<file path="config.mk">
export PLATFORM = sky130hd
export DESIGN_NAME = sd_init_seq
export DESIGN_NICKNAME = d
export VERILOG_FILES = /design/src/rtl/sd_pkg.sv /design/src/rtl/sd_init_seq.sv
export SDC_FILE = /design/constraint.sdc
export NUM_CORES = 1
export LEC_CHECK = 0
export CAP_MARGIN = 20
export CORE_UTILIZATION = 45
export DETAILED_ROUTE_END_ITERATION = 8
export HOLD_SLACK_MARGIN = 0.12
export PLACE_DENSITY = 0.75
export SYNTH_ARGS = -nofsm -noshare
export SYNTH_HDL_FRONTEND = slang
export SYNTH_SLANG_ARGS = --single-unit
</file>
<file path="constraint.sdc">
create_clock -name clk -period 3.3 [get_ports clk]
set_input_delay 0.33 -clock clk [delete_from_list [all_inputs] [get_ports clk]]
set_output_delay 0.33 -clock clk [all_outputs]
set_load 0.01 [all_outputs]
</file>
<file path="src/rtl/sd_pkg.sv">
// Shared definitions for the SD card command sequencer: command indices,
// card/error encodings and the sequencer state type.
package sd_pkg;

  localparam logic [5:0] CMD0  = 6'd0;
  localparam logic [5:0] CMD2  = 6'd2;
  localparam logic [5:0] CMD3  = 6'd3;
  localparam logic [5:0] CMD7  = 6'd7;
  localparam logic [5:0] CMD8  = 6'd8;
  localparam logic [5:0] CMD16 = 6'd16;
  localparam logic [5:0] CMD17 = 6'd17;
  localparam logic [5:0] CMD41 = 6'd41;
  localparam logic [5:0] CMD55 = 6'd55;

  localparam logic [31:0] SD_BLOCK_BYTES = 32'd512;

  typedef enum logic [1:0] {
    CARD_UNKNOWN = 2'd0,
    CARD_SDV1    = 2'd1,
    CARD_SDV2_SC = 2'd2,
    CARD_SDV2_HC = 2'd3
  } card_type_t;

  typedef enum logic [3:0] {
    ERR_NONE         = 4'd0,
    ERR_CMD8         = 4'd1,
    ERR_ACMD41_LIMIT = 4'd2,
    ERR_ACMD41       = 4'd3,
    ERR_IDENT        = 4'd4
  } err_code_t;

  typedef enum logic [1:0] {
    ST_ISSUE,
    ST_WAIT,
    ST_IDLE,
    ST_ERROR
  } state_t;

endpackage

</file>
<file path="src/rtl/sd_init_seq.sv">
// SD power-up / identification sequencer and single-block read command issuer.
// The held cmd_idx doubles as the "which step" register for the ISSUE/WAIT pair.
module sd_init_seq
  import sd_pkg::*;
#(
  parameter logic [15:0] SLOW_CLKDIV = 16'd124,
  parameter logic [15:0] FAST_CLKDIV = 16'd1,
  parameter logic [15:0] ACMD41_MAX  = 16'd2000
) (
  input  logic        clk,
  input  logic        rst,
  output logic [15:0] clkdiv,
  output logic        cmd_start,
  output logic [15:0] cmd_precnt,
  output logic [5:0]  cmd_idx,
  output logic [31:0] cmd_arg,
  input  logic        cmd_busy,
  input  logic        cmd_done,
  input  logic        cmd_timeout,
  input  logic        cmd_syntaxe,
  input  logic [31:0] cmd_resparg,
  input  logic        rd_req,
  input  logic [31:0] rd_sector,
  output logic        rd_ack,
  output logic        rd_go,
  output logic        rd_err,
  output logic        init_done,
  output logic [1:0]  card_type,
  output logic [15:0] rca,
  output logic        error,
  output logic [3:0]  err_code
);

  state_t      state;
  card_type_t  ctype;
  err_code_t   ecode;
  logic [15:0] attempts;
  logic [15:0] attempts_inc;
  logic        resp_ok;
  logic        unused_resp_bits;

  assign resp_ok          = !cmd_timeout && !cmd_syntaxe;
  assign attempts_inc     = (attempts == 16'hFFFF) ? attempts : attempts + 16'd1;
  assign card_type        = ctype;
  assign err_code         = ecode;
  assign unused_resp_bits = ^cmd_resparg[15:12];

  always_ff @(posedge clk) begin
    if (rst) begin
      state      <= ST_ISSUE;
      clkdiv     <= SLOW_CLKDIV;
      cmd_start  <= 1'b0;
      cmd_precnt <= 16'd64;
      cmd_idx    <= CMD0;
      cmd_arg    <= 32'h0;
      rd_ack     <= 1'b0;
      rd_go      <= 1'b0;
      rd_err     <= 1'b0;
      init_done  <= 1'b0;
      ctype      <= CARD_UNKNOWN;
      rca        <= 16'h0;
      error      <= 1'b0;
      ecode      <= ERR_NONE;
      attempts   <= 16'h0;
    end else begin
      cmd_start <= 1'b0;
      rd_ack    <= 1'b0;
      rd_go     <= 1'b0;
      rd_err    <= 1'b0;
      case (state)
        ST_ISSUE: begin
          if (!cmd_busy) begin
            cmd_start <= 1'b1;
            state     <= ST_WAIT;
          end
        end
        ST_WAIT: begin
          if (cmd_done) begin
            state <= ST_ISSUE;
            case (cmd_idx)
              CMD0: begin
                cmd_idx    <= CMD8;
                cmd_arg    <= 32'h0000_01AA;
                cmd_precnt <= 16'd2;
              end
              CMD8: begin
                if (cmd_timeout) begin
                  ctype   <= CARD_SDV1;
                  cmd_idx <= CMD55;
                  cmd_arg <= 32'h0;
                end else if (resp_ok && cmd_resparg[11:0] == 12'h1AA) begin
                  ctype   <= CARD_SDV2_SC;
                  cmd_idx <= CMD55;
                  cmd_arg <= 32'h0;
                end else begin
                  state <= ST_ERROR;
                  error <= 1'b1;
                  ecode <= ERR_CMD8;
                end
              end
              CMD55: begin
                if (!resp_ok) begin
                  state <= ST_ERROR;
                  error <= 1'b1;
                  ecode <= ERR_ACMD41;
                end else begin
                  cmd_idx <= CMD41;
                  cmd_arg <= (ctype >= CARD_SDV2_SC) ? 32'hC010_0000 : 32'h0010_0000;
                end
              end
              // Syntax errors are ignored here: ACMD41 (R3) carries no CRC.
              CMD41: begin
                if (cmd_timeout) begin
                  state <= ST_ERROR;
                  error <= 1'b1;
                  ecode <= ERR_ACMD41;
                end else if (!cmd_resparg[31]) begin
                  attempts <= attempts_inc;
                  if (attempts_inc >= ACMD41_MAX) begin
                    state <= ST_ERROR;
                    error <= 1'b1;
                    ecode <= ERR_ACMD41_LIMIT;
                  end else begin
                    cmd_idx <= CMD55;
                    cmd_arg <= 32'h0;
                  end
                end else begin
                  if (cmd_resparg[30] && ctype == CARD_SDV2_SC) ctype <= CARD_SDV2_HC;
                  cmd_idx <= CMD2;
                  cmd_arg <= 32'h0;
                end
              end
              CMD2: begin
                if (cmd_timeout) begin
                  state <= ST_ERROR;
                  error <= 1'b1;
                  ecode <= ERR_IDENT;
                end else begin
                  cmd_idx <= CMD3;
                  cmd_arg <= 32'h0;
                end
              end
              CMD3: begin
                if (!resp_ok) begin
                  state <= ST_ERROR;
                  error <= 1'b1;
                  ecode <= ERR_IDENT;
                end else begin
                  rca     <= cmd_resparg[31:16];
                  cmd_idx <= CMD7;
                  cmd_arg <= {cmd_resparg[31:16], 16'h0};
                end
              end
              CMD7: begin
                if (!resp_ok) begin
                  state <= ST_ERROR;
                  error <= 1'b1;
                  ecode <= ERR_IDENT;
                end else if (ctype != CARD_SDV2_HC) begin
                  cmd_idx <= CMD16;
                  cmd_arg <= SD_BLOCK_BYTES;
                end else begin
                  clkdiv    <= FAST_CLKDIV;
                  init_done <= 1'b1;
                  state     <= ST_IDLE;
                end
              end
              CMD16: begin
                if (!resp_ok) begin
                  state <= ST_ERROR;
                  error <= 1'b1;
                  ecode <= ERR_IDENT;
                end else begin
                  clkdiv    <= FAST_CLKDIV;
                  init_done <= 1'b1;
                  state     <= ST_IDLE;
                end
              end
              CMD17: begin
                state <= ST_IDLE;
                if (resp_ok) rd_go  <= 1'b1;
                else         rd_err <= 1'b1;
              end
              default: begin
                state <= ST_ERROR;
                error <= 1'b1;
                ecode <= ERR_IDENT;
              end
            endcase
          end
        end
        // High-capacity cards are block addressed; older cards take a byte address.
        ST_IDLE: begin
          if (rd_req) begin
            rd_ack  <= 1'b1;
            cmd_idx <= CMD17;
            cmd_arg <= (ctype == CARD_SDV2_HC) ? rd_sector : {rd_sector[22:0], 9'h0};
            state   <= ST_ISSUE;
          end
        end
        ST_ERROR: state <= ST_ERROR;
        default:  state <= ST_ERROR;
      endcase
    end
  end

endmodule

</file>
=== After elaboration in Yosys (flattened, before gate mapping) ===
Cells that the tools add are included.

* Register bits: 102
* Bits in latches: 0
* Bits in writable memories: 0
* Bits in read-only memories: 0
* Bits of input ports: 71
* Word-level logic and storage cells: 176
* Memories: 0

* $add $sub $neg: 1
* $mul: 0
* Divide/modulo/power cells: 0
* Magnitude comparators: 2
* Equality and inequality tests: 43
* Shift operators: 0
* Mux-type cells: 81
* Bitwise operators: 8
* Reduce and logical (&&, ||, !) cells: 26

{| class="wikitable"
|+ Operator list
! kind !! number
|-
| $mux 32 || 14
|-
| $pmux 32 s7 || 1
|-
| $mux 6 || 12
|-
| $mux 16 || 4
|-
| $pmux 32 s2 || 1
|-
| $pmux 6 s7 || 1
|-
| $mux 2 || 17
|-
| $mux 4 || 8
|-
| $ne 2x2->1 const B || 16
|-
| $pmux 16 s2 || 1
|-
| $ne 3x3->1 const B || 9
|-
| $pmux 4 s6 || 1
|-
| $add 16x1->16 const B || 1
|-
| $eq 16x16->1 const B || 1
|-
| $ge 16x11->1 const B || 1
|-
| $pmux 2 s8 || 1
|-
| $mux 1 || 15
|-
| $eq 12x9->1 const B || 1
|-
| $eq 6x2->1 const B || 2
|-
| $eq 6x5->1 const B || 2
|-
| $eq 6x6->1 const B || 2
|-
| $pmux 6 s2 || 1
|-
| $reduce_and 12->1 || 1
|-
| $reduce_and 10->1 || 1
|-
| other kinds (26) || 47
|}

=== Depth between registers and ports, before layout ===
Gate-level depths: netlist of run 1.

* Depth after elaboration: 9
* Mapped depth: 11
* Gate-level depth less buffers: 9

=== Least setup slack after synthesis of run 1 ===
No wires, ideal clock.

* Kind: reg-to-reg
* Start point: reg attempts[0]
* End point: reg cmd_arg[12]
* Data arrival time: 2.543 ns
* Required time: 3.230 ns
* Slack: 0.687 ns
* Cell stages (with the launch flop): 11
* Path buffers: 2
* Clock period less this slack: 2.613 ns
* Path through: dfxtp_1 ha_1 nand3_1 nor4_1 mux2_2 nor4_4 a2111o_1 buf_2 buf_2 nand4_1 a21oi_1

* Cells in the longest elaborated chain, start to end: 5
* Elaborated cells between the ends (all ways): 6
* Those cells by class: add/sub: 1; order compare: 1; eq/ne: 2; mux: 1; reduce/logical: 1

{| class="wikitable"
|+ Ends and longest elaborated chain
! what !! RTL line !! source
|-
| start: declaration || sd_init_seq.sv:37 || <nowiki>logic [15:0] attempts;</nowiki>
|-
| start signal: assignment || sd_init_seq.sv:118 || <nowiki>attempts <= attempts_inc;</nowiki>
|-
| $add 16x1->16 or $eq 16x16->1 (tied branches) || sd_init_seq.sv:43 || <nowiki>assign attempts_inc = (attempts == 16'hFFFF) ? attempts : attempts + 16'd1;</nowiki>
|-
| $mux 16 (*) || sd_init_seq.sv:43 ||
|-
| $ge 16x11->1 (*) || sd_init_seq.sv:119 || <nowiki>if (attempts_inc >= ACMD41_MAX) begin</nowiki>
|-
| $ne 4x4->1 (no line) (*) || n/a ||
|-
| $reduce_and 12->1 (no line) (*) || n/a ||
|-
| end signal: assignment || sd_init_seq.sv:108 || <nowiki>cmd_arg <= (ctype >= CARD_SDV2_SC) ? 32'hC010_0000 : 32'h0010_0000;</nowiki>
|-
| end signal: assignment || sd_init_seq.sv:151 || <nowiki>cmd_arg <= {cmd_resparg[31:16], 16'h0};</nowiki>
|-
| end signal: assignment || sd_init_seq.sv:197 || <nowiki>cmd_arg <= (ctype == CARD_SDV2_HC) ? rd_sector : {rd_sector[22:0], 9'h0};</nowiki>
|-
| end: declaration || sd_init_seq.sv:16 || <nowiki>output logic [31:0] cmd_arg,</nowiki>
|}

Mark *: on every way between the ends. The rest lies on a longest branch, timed or not.
A chain may end at the register's enable or synchronous reset.

=== Final worst setup path of run 1 ===
* Start point: reg attempts[8]
* End point: reg cmd_idx[3]

* Cells in the longest elaborated chain, start to end: 5
* Elaborated cells between the ends (all ways): 6
* Those cells by class: add/sub: 1; order compare: 1; eq/ne: 2; mux: 1; reduce/logical: 1

{| class="wikitable"
|+ Ends and longest elaborated chain
! what !! RTL line !! source
|-
| $add 16x1->16 or $eq 16x16->1 (tied branches) || sd_init_seq.sv:43 ||
|-
| $mux 16 (*) || sd_init_seq.sv:43 ||
|-
| $ge 16x11->1 (*) || sd_init_seq.sv:119 ||
|-
| $ne 4x4->1 (no line) (*) || n/a ||
|-
| $reduce_and 12->1 (no line) (*) || n/a ||
|-
| end signal: assignment || sd_init_seq.sv:54 || <nowiki>cmd_idx <= CMD0;</nowiki>
|-
| end signal: assignment || sd_init_seq.sv:124 || <nowiki>cmd_idx <= CMD55;</nowiki>
|-
| end signal: assignment || sd_init_seq.sv:129 || <nowiki>cmd_idx <= CMD2;</nowiki>
|-
| end: declaration || sd_init_seq.sv:15 || <nowiki>output logic [5:0] cmd_idx,</nowiki>
|}

Marks and branches as above.

==> impl_metrics.tcl, run 1 <==
set metrics [dict create \
    finalCriticalPeriod_ns 3.02 \
    portBuffers 139 \
    drv_cap 0 \
    cp_max_fo 8 \
    worstHoldStart "cmd_precnt[1]" \
    min_period_over_period 0.914 \
    synth-seq-cells 86 \
    rows 38 \
    io_pins 169 \
    worstSetupStartpointType "flop" \
    dieHeight_um 109 \
    drive_gt1_frac 0.0850 \
    synthTopCellsByArea "dfxtp_1 (33%), nand2_1 (11%), a21oi_1 (6.3%), buf_4 (4.6%), nor2_1 (3.1%)" \
    fin_skew_ns 0.00834 \
    start_util 0.469 \
    power_density_nw_per_um2 475 \
    yosysTopAreaCell "dfxtp_1" \
    setup-tns-final_ns 0 \
    ys_types 71 \
    cp.required_ns 3.57 \
    path_common_cell "buf_4" \
    crit_path_end_kind "flop" \
    yosysMostFrequentCell "nand2_1" \
    antennaDiodeCount 0 \
    cts_htree_levels 3 \
    arrival_ns 3.28 \
    cts-root-buf "clkbuf_16" \
    r2r_setup_slack_ns 0.28 \
    antenna_found_initial 0 \
    slowest_stage "dfxtp_1" \
    rsz0062_at_grt "false" \
    synth_area_sq_um 5170 \
    critPathBufInv 2 \
    clock.fmax_ghz 0.331 \
    cp_slowest_stage_delay_ns 0.54 \
    dominantRegCellSynth "dfxtp_1" \
    r2r.worst_path.cells 9 \
    reg2reg_to "cmd_idx[3]" \
    drt-wirelength-per-cell_um 16.4 \
    setup_viol 0 \
    min_path_type "reg -> reg" \
    grt_pass1_vias 4961 \
    holdPathEnd "cmd_precnt[1]" \
    leakage_uw 0.00248 \
    clk_latency_ns 0.35 \
    yosys_warnings 0 \
    ys_top_cells_by_count "nand2_1 (151), dfxtp_1 (86), a21oi_1 (65), nor2_1 (43), buf_4 (32)" \
    drt-initial-drc-count 239 \
    dp_slack_ns 0.149 \
    ir_drop_uv 294 \
    r2r-start "attempts[8]" \
    die_area_sq_um 11900 \
    ys_seq_area_frac 0.333 \
    finalMaxSlewViolations 0 \
    area_delta_synth_final_pct 31.9 \
    maxSlewHeadroom 0.392 \
    die_width_um 109 \
    syn_inst 694 \
    outcome "complete, no violations" \
    drtAntennaViolNets 0 \
    cts_sinks 86 \
    ys_async_sr_fraction 0 \
    tightest_slew_ns 0.912 \
    cp_cell_sequence "nand4_4, nor4_1, mux2_2, nor4_4, a2111oi_4, buf_4, buf_4, or4_1, a21oi_1" \
    grt_remaining_overflow 0 \
    syn_area_per_cell_sq_um 7.45 \
    grt_max_degree 48 \
    grtUsageTotal 0.263 \
    grt_first_pass_wirelength_mm 24.5 \
    clk_path_buf_depth 2 \
    nNetsFinal 884 \
    tritoncts "yes" \
    vias 5377 \
    netlist.area_leader.share 0.333 \
    cp_top_family "simple AND/OR/NAND/NOR gates" \
    first_pass_iters 5 \
    viasPerCell 5.65 \
    clk_pin_slew_worst_paths_ns 0.06 \
    hold_violations 0 \
    synth_edf_count 0 \
    holdPathStages 2 \
    fp.coreArea_sq_um 11000 \
    critPathKind "reg -> reg" \
    routed_wl_mm 15.6 \
    globalplace.congestion 0.901 \
    setup_slack_ns 0.283 \
    hpwl_mm 11.4 \
    cts_made_buffers 9 \
    drcViolationCount 0 \
]
[worst register-to-register path: stages, from the launching register on]
cell	delay, ns
dfxtp_1	0.54
nand4_4	0.26
nor4_1	0.34
mux2_2	0.40
nor4_4	0.34
a2111oi_4	0.13
buf_4	0.19
buf_4	0.14
or4_1	0.46
a21oi_1	0.15
[logic make-up (layout without fill, tap and decap cells)]
group,after synthesis,count (layout),share of synthesized area
fa+ha+maj,6,6,0.0145
flops,86,86,0.333
other cells,1,25,0.000725
compound gates,168,168,0.199
buf+inv,92,186,0.0989
mux,13,13,0.0264
xor+xnor,12,12,0.0218
simple gates,316,316,0.306
[metal layers]
layer	vias up	track usage	share of wire
li1	2601	-	-
met1	2521	0.328	0.42
met2	232	0.436	0.48
met3	23	0.0658	0.084
met4	0	0.0962	0.019
met5	-	0	0
[report_power, final]
part / leakage (uW) / total [uW] / internal (uW) / switching [uW]
combinational: 0.00165 / 1100 / 471 / 624
clock: 0.000133 / 960 / 516 / 444
sequential: 0.000695 / 1190 / 1100 / 85.7
[placed cells by master (no fill, tap or decap), types with 4 or more instances in the layout]
| cell type | instances |
|---|---|
| nor3b_1 | 4 |
| nor2b_1 | 6 |
| xnor2_1 | 5 |
| nand2b_1 | 6 |
| inv_1 | 8 |
| ha_1 | 6 |
| nor4_1 | 6 |
| nand2_1 | 151 |
| a31oi_1 | 6 |
| mux2_2 | 5 |
| nor2_1 | 43 |
| nand3_1 | 28 |
| mux2i_1 | 8 |
| dfxtp_1 | 86 |
| a21oi_1 | 65 |
| buf_4 | 22 |
| nand4_1 | 15 |
| o21ai_1 | 30 |
| o21ai_0 | 25 |
| or3_1 | 8 |
| or4_1 | 4 |
| xor2_1 | 6 |
| clkdlybuf4s50_1 | 138 |
| clkbuf_16 | 9 |
| nor3_1 | 10 |
| conb_1 | 25 |
[sequential cells by signal (all words and copies together) (netlist names), 2 cells and up]
| signal | count |
|---|---|
| card_type | 2 |
| err_code | 3 |
| clkdiv | 2 |
| state | 2 |
| attempts | 16 |
| cmd_idx | 6 |
| rca | 16 |
| cmd_precnt | 2 |
| cmd_arg | 32 |
[worst max path at each step]
| stage | from | to | slack (ns) | depth (start not counted) |
|---|---|---|---|---|
| after floorplan | attempts[0] | cmd_arg[12] | 0.69 | 10 |
| after global placement | attempts[0] | cmd_arg[3] | 0.23 | 9 |
| after detailed placement | attempts[1] | cmd_arg[3] | 0.15 | 9 |
| after CTS | attempts[1] | cmd_arg[3] | 0.15 | 9 |
| after global routing | attempts[0] | cmd_idx[3] | 0.04 | 10 |
| final | attempts[8] | cmd_idx[3] | 0.28 | 9 |
[final cells by class]
cell class / count / area (sq um)
Fill cell: 1023 / 4210
Sequential cell: 86 / 1720
Inverter: 8 / 30.0
Tap cell: 140 / 175
Timing Repair Buffer: 162 / 1570
Clock buffer: 10 / 229
Clock inverter: 6 / 47.5
Multi-Input combinational cell: 540 / 3050
[what timing repair did]
item,in CTS,in global routing
setup endpoints to repair,0,19
buffers inserted,0,3
resized for setup,0,2
hold buffers,0,0
[metrics by stage]
stage	hold WS (ns)	cell area, sq um	power, uW	instances	util
floorplan	0.406	5260	1900	718	-
global placement	0.433	6510	2260	933	0.590
detailed placement	0.441	6510	2290	933	0.590
CTS	0.449	6790	3240	949	0.615
global route	0.476	6830	3410	952	0.619
finish	0.446	6830	3240	952	0.619
Power figures use the tool's default switching activity.
==> inputs of run 2 (changes only) <==
Clock period 3.3 ns to 3.1 ns, I/O delays scaled along.
==> run 2 against run 1 <==
- register-to-register slack worse by 0.06 ns
- sequential share of layout area down 0.083 points
- global-route usage rose by 0.099 points
- setup slack worse by 0.064 ns
- routed wire length grew 0.24%
- critical endpoint is now cmd_idx[4]
==> impl_metrics.tcl, run 2 (synthesized netlist as in run 1, its figures left out) <==
set metrics [dict create \
    tightest_slew_ns 0.771 \
    clk_path_buf_depth 2 \
    p_sw_frac 0.336 \
    post_cts_buffers 0 \
    cts_sinks 86 \
    crit_path_end_kind "flop" \
    first_pass_iters 7 \
    crit_path_start "attempts[5]" \
    setup-tns-final_ns 0 \
    portBuffers 139 \
    drive_gt1_frac 0.0816 \
    mostFrequentLayoutCell "nand2_1" \
    largest_reg_flops 32 \
    cp.required_ns 3.37 \
    drcViolationCount 0 \
    grt_pass1_vias 4902 \
    tritoncts "yes" \
    whs_ns 0.446 \
    final_cell_mix "nand2_1 (151), clkdlybuf4s50_1 (138), dfxtp_1 (86), a21oi_1 (65), nor2_1 (43)" \
    dp.cells 935 \
    grtUsageTotal 0.264 \
    ir_drop_uv 307 \
    outcome "complete, no violations" \
    nNetsFinal 883 \
    die_area_sq_um 11900 \
    grt_first_pass_wirelength_mm 24.1 \
    p_comb_frac 0.318 \
    min_path_type "reg -> reg" \
    hpwl_mm 11.4 \
    clock.fmax_ghz 0.347 \
    cts-root-buf "clkbuf_16" \
    finalMaxSlewViolations 0 \
    area_delta_synth_final_pct 32.4 \
    die_width_um 109 \
    antenna_found_initial 0 \
    clkPwrFrac 0.325 \
    fin_skew_ns 0.00780 \
    antennaDiodeCount 0 \
    drt-initial-drc-count 345 \
    drv_cap 0 \
    r2r_setup_slack_ns 0.22 \
    top_regs "cmd_arg: 32 flops, attempts: 16 flops, rca: 16 flops" \
    ctsHoldBuffers 0 \
    regMostFlops "cmd_arg" \
    cts_htree_levels 3 \
    globalplace.congestion 0.912 \
    grt_remaining_overflow 0 \
    cp_max_fo 17 \
    cts-resized-gates 0 \
    p_seq_frac 0.357 \
    viasPerCell 5.66 \
    cts_made_buffers 9 \
    drtAntennaViolNets 0 \
    vias 5367 \
    io_pins 169 \
    r2r-start "attempts[5]" \
    rows 38 \
    dieHeight_um 109 \
    arrival_ns 3.15 \
    routed_wl_mm 15.7 \
    fp.coreArea_sq_um 11000 \
    leakage_uw 0.00248 \
    clk_pin_slew_worst_paths_ns 0.06 \
    worstHoldStart "cmd_precnt[1]" \
    p_int_uw 2380 \
    worstSetupStartpointType "flop" \
    setup_viol 0 \
    clk_latency_ns 0.35 \
    drt-wirelength-per-cell_um 16.5 \
    maxSlewHeadroom 0.486 \
    rsz0062_at_grt "false" \
    start_util 0.469 \
    grt_max_degree 48 \
    hold_violations 0 \
    finalCriticalPeriod_ns 2.88 \
    critPathKind "reg -> reg" \
    min_period_over_period 0.929 \
    switching_power_uw 1210 \
    stdcell_count 949 \
    power_density_nw_per_um2 523 \
]
==> run 2: final timing paths <==
check / cells past startpoint / endpoint
worst max-delay path: 8 / cmd_idx[4]
worst min register to register: 2 / cmd_precnt[1]
worst min-delay path: 2 / cmd_precnt[1]
worst max register to register: 8 / cmd_idx[4]
==> run 2: critical path: stages (launching register included) <==
cell,delay (ns)
dfxtp_1,0.49
nand4_2,0.30
nor4_1,0.35
mux2_2,0.41
nor4_4,0.37
a2111o_1,0.27
buf_4,0.25
a21oi_1,0.10
a311oi_1,0.25
==> run 2: final cells by class <==
type | instances | area (sq um)
Clock buffer | 10 | 239
Clock inverter | 4 | 72.6
Fill cell | 1016 | 4180
Inverter | 8 | 30.0
Multi-Input combinational cell | 540 | 3050
Sequential cell | 86 | 1720
Tap cell | 140 | 175
Timing Repair Buffer | 161 | 1560
==> run 2: stage by stage <==
stage               setup slack (ns)  area (sq um)  power (uW)  utilization
CTS                            0.213          6840        3570        0.620
detailed placement             0.187          6530        2410        0.592
global placement               0.273          6530        2380        0.592
global route                  0.0279          6850        3750        0.621
floorplan                      0.487          5260        2020            -
finish                         0.219          6850        3580        0.621
==> run 2: layer usage <==
layer / vias to the layer above / global-route usage / routed length (um)
met2: 250 / 0.425 / 7320
met1: 2485 / 0.322 / 6430
met4: 0 / 0.128 / 412
met5: - / 0 / 0
li1: 2604 / - / -
met3: 28 / 0.0753 / 1510
==> run 2: power by group through the flow <==
| stage | logic, uW | registers (uW) | clock network [uW] |
|---|---|---|---|
| finish | 1140 | 1280 | 1170 |
| global route | 1240 | 1290 | 1220 |
| CTS | 1110 | 1280 | 1180 |
| detailed placement | 1110 | 1300 | 0 |
| global placement | 1090 | 1290 | 0 |
| floorplan | 757 | 1270 | 0 |
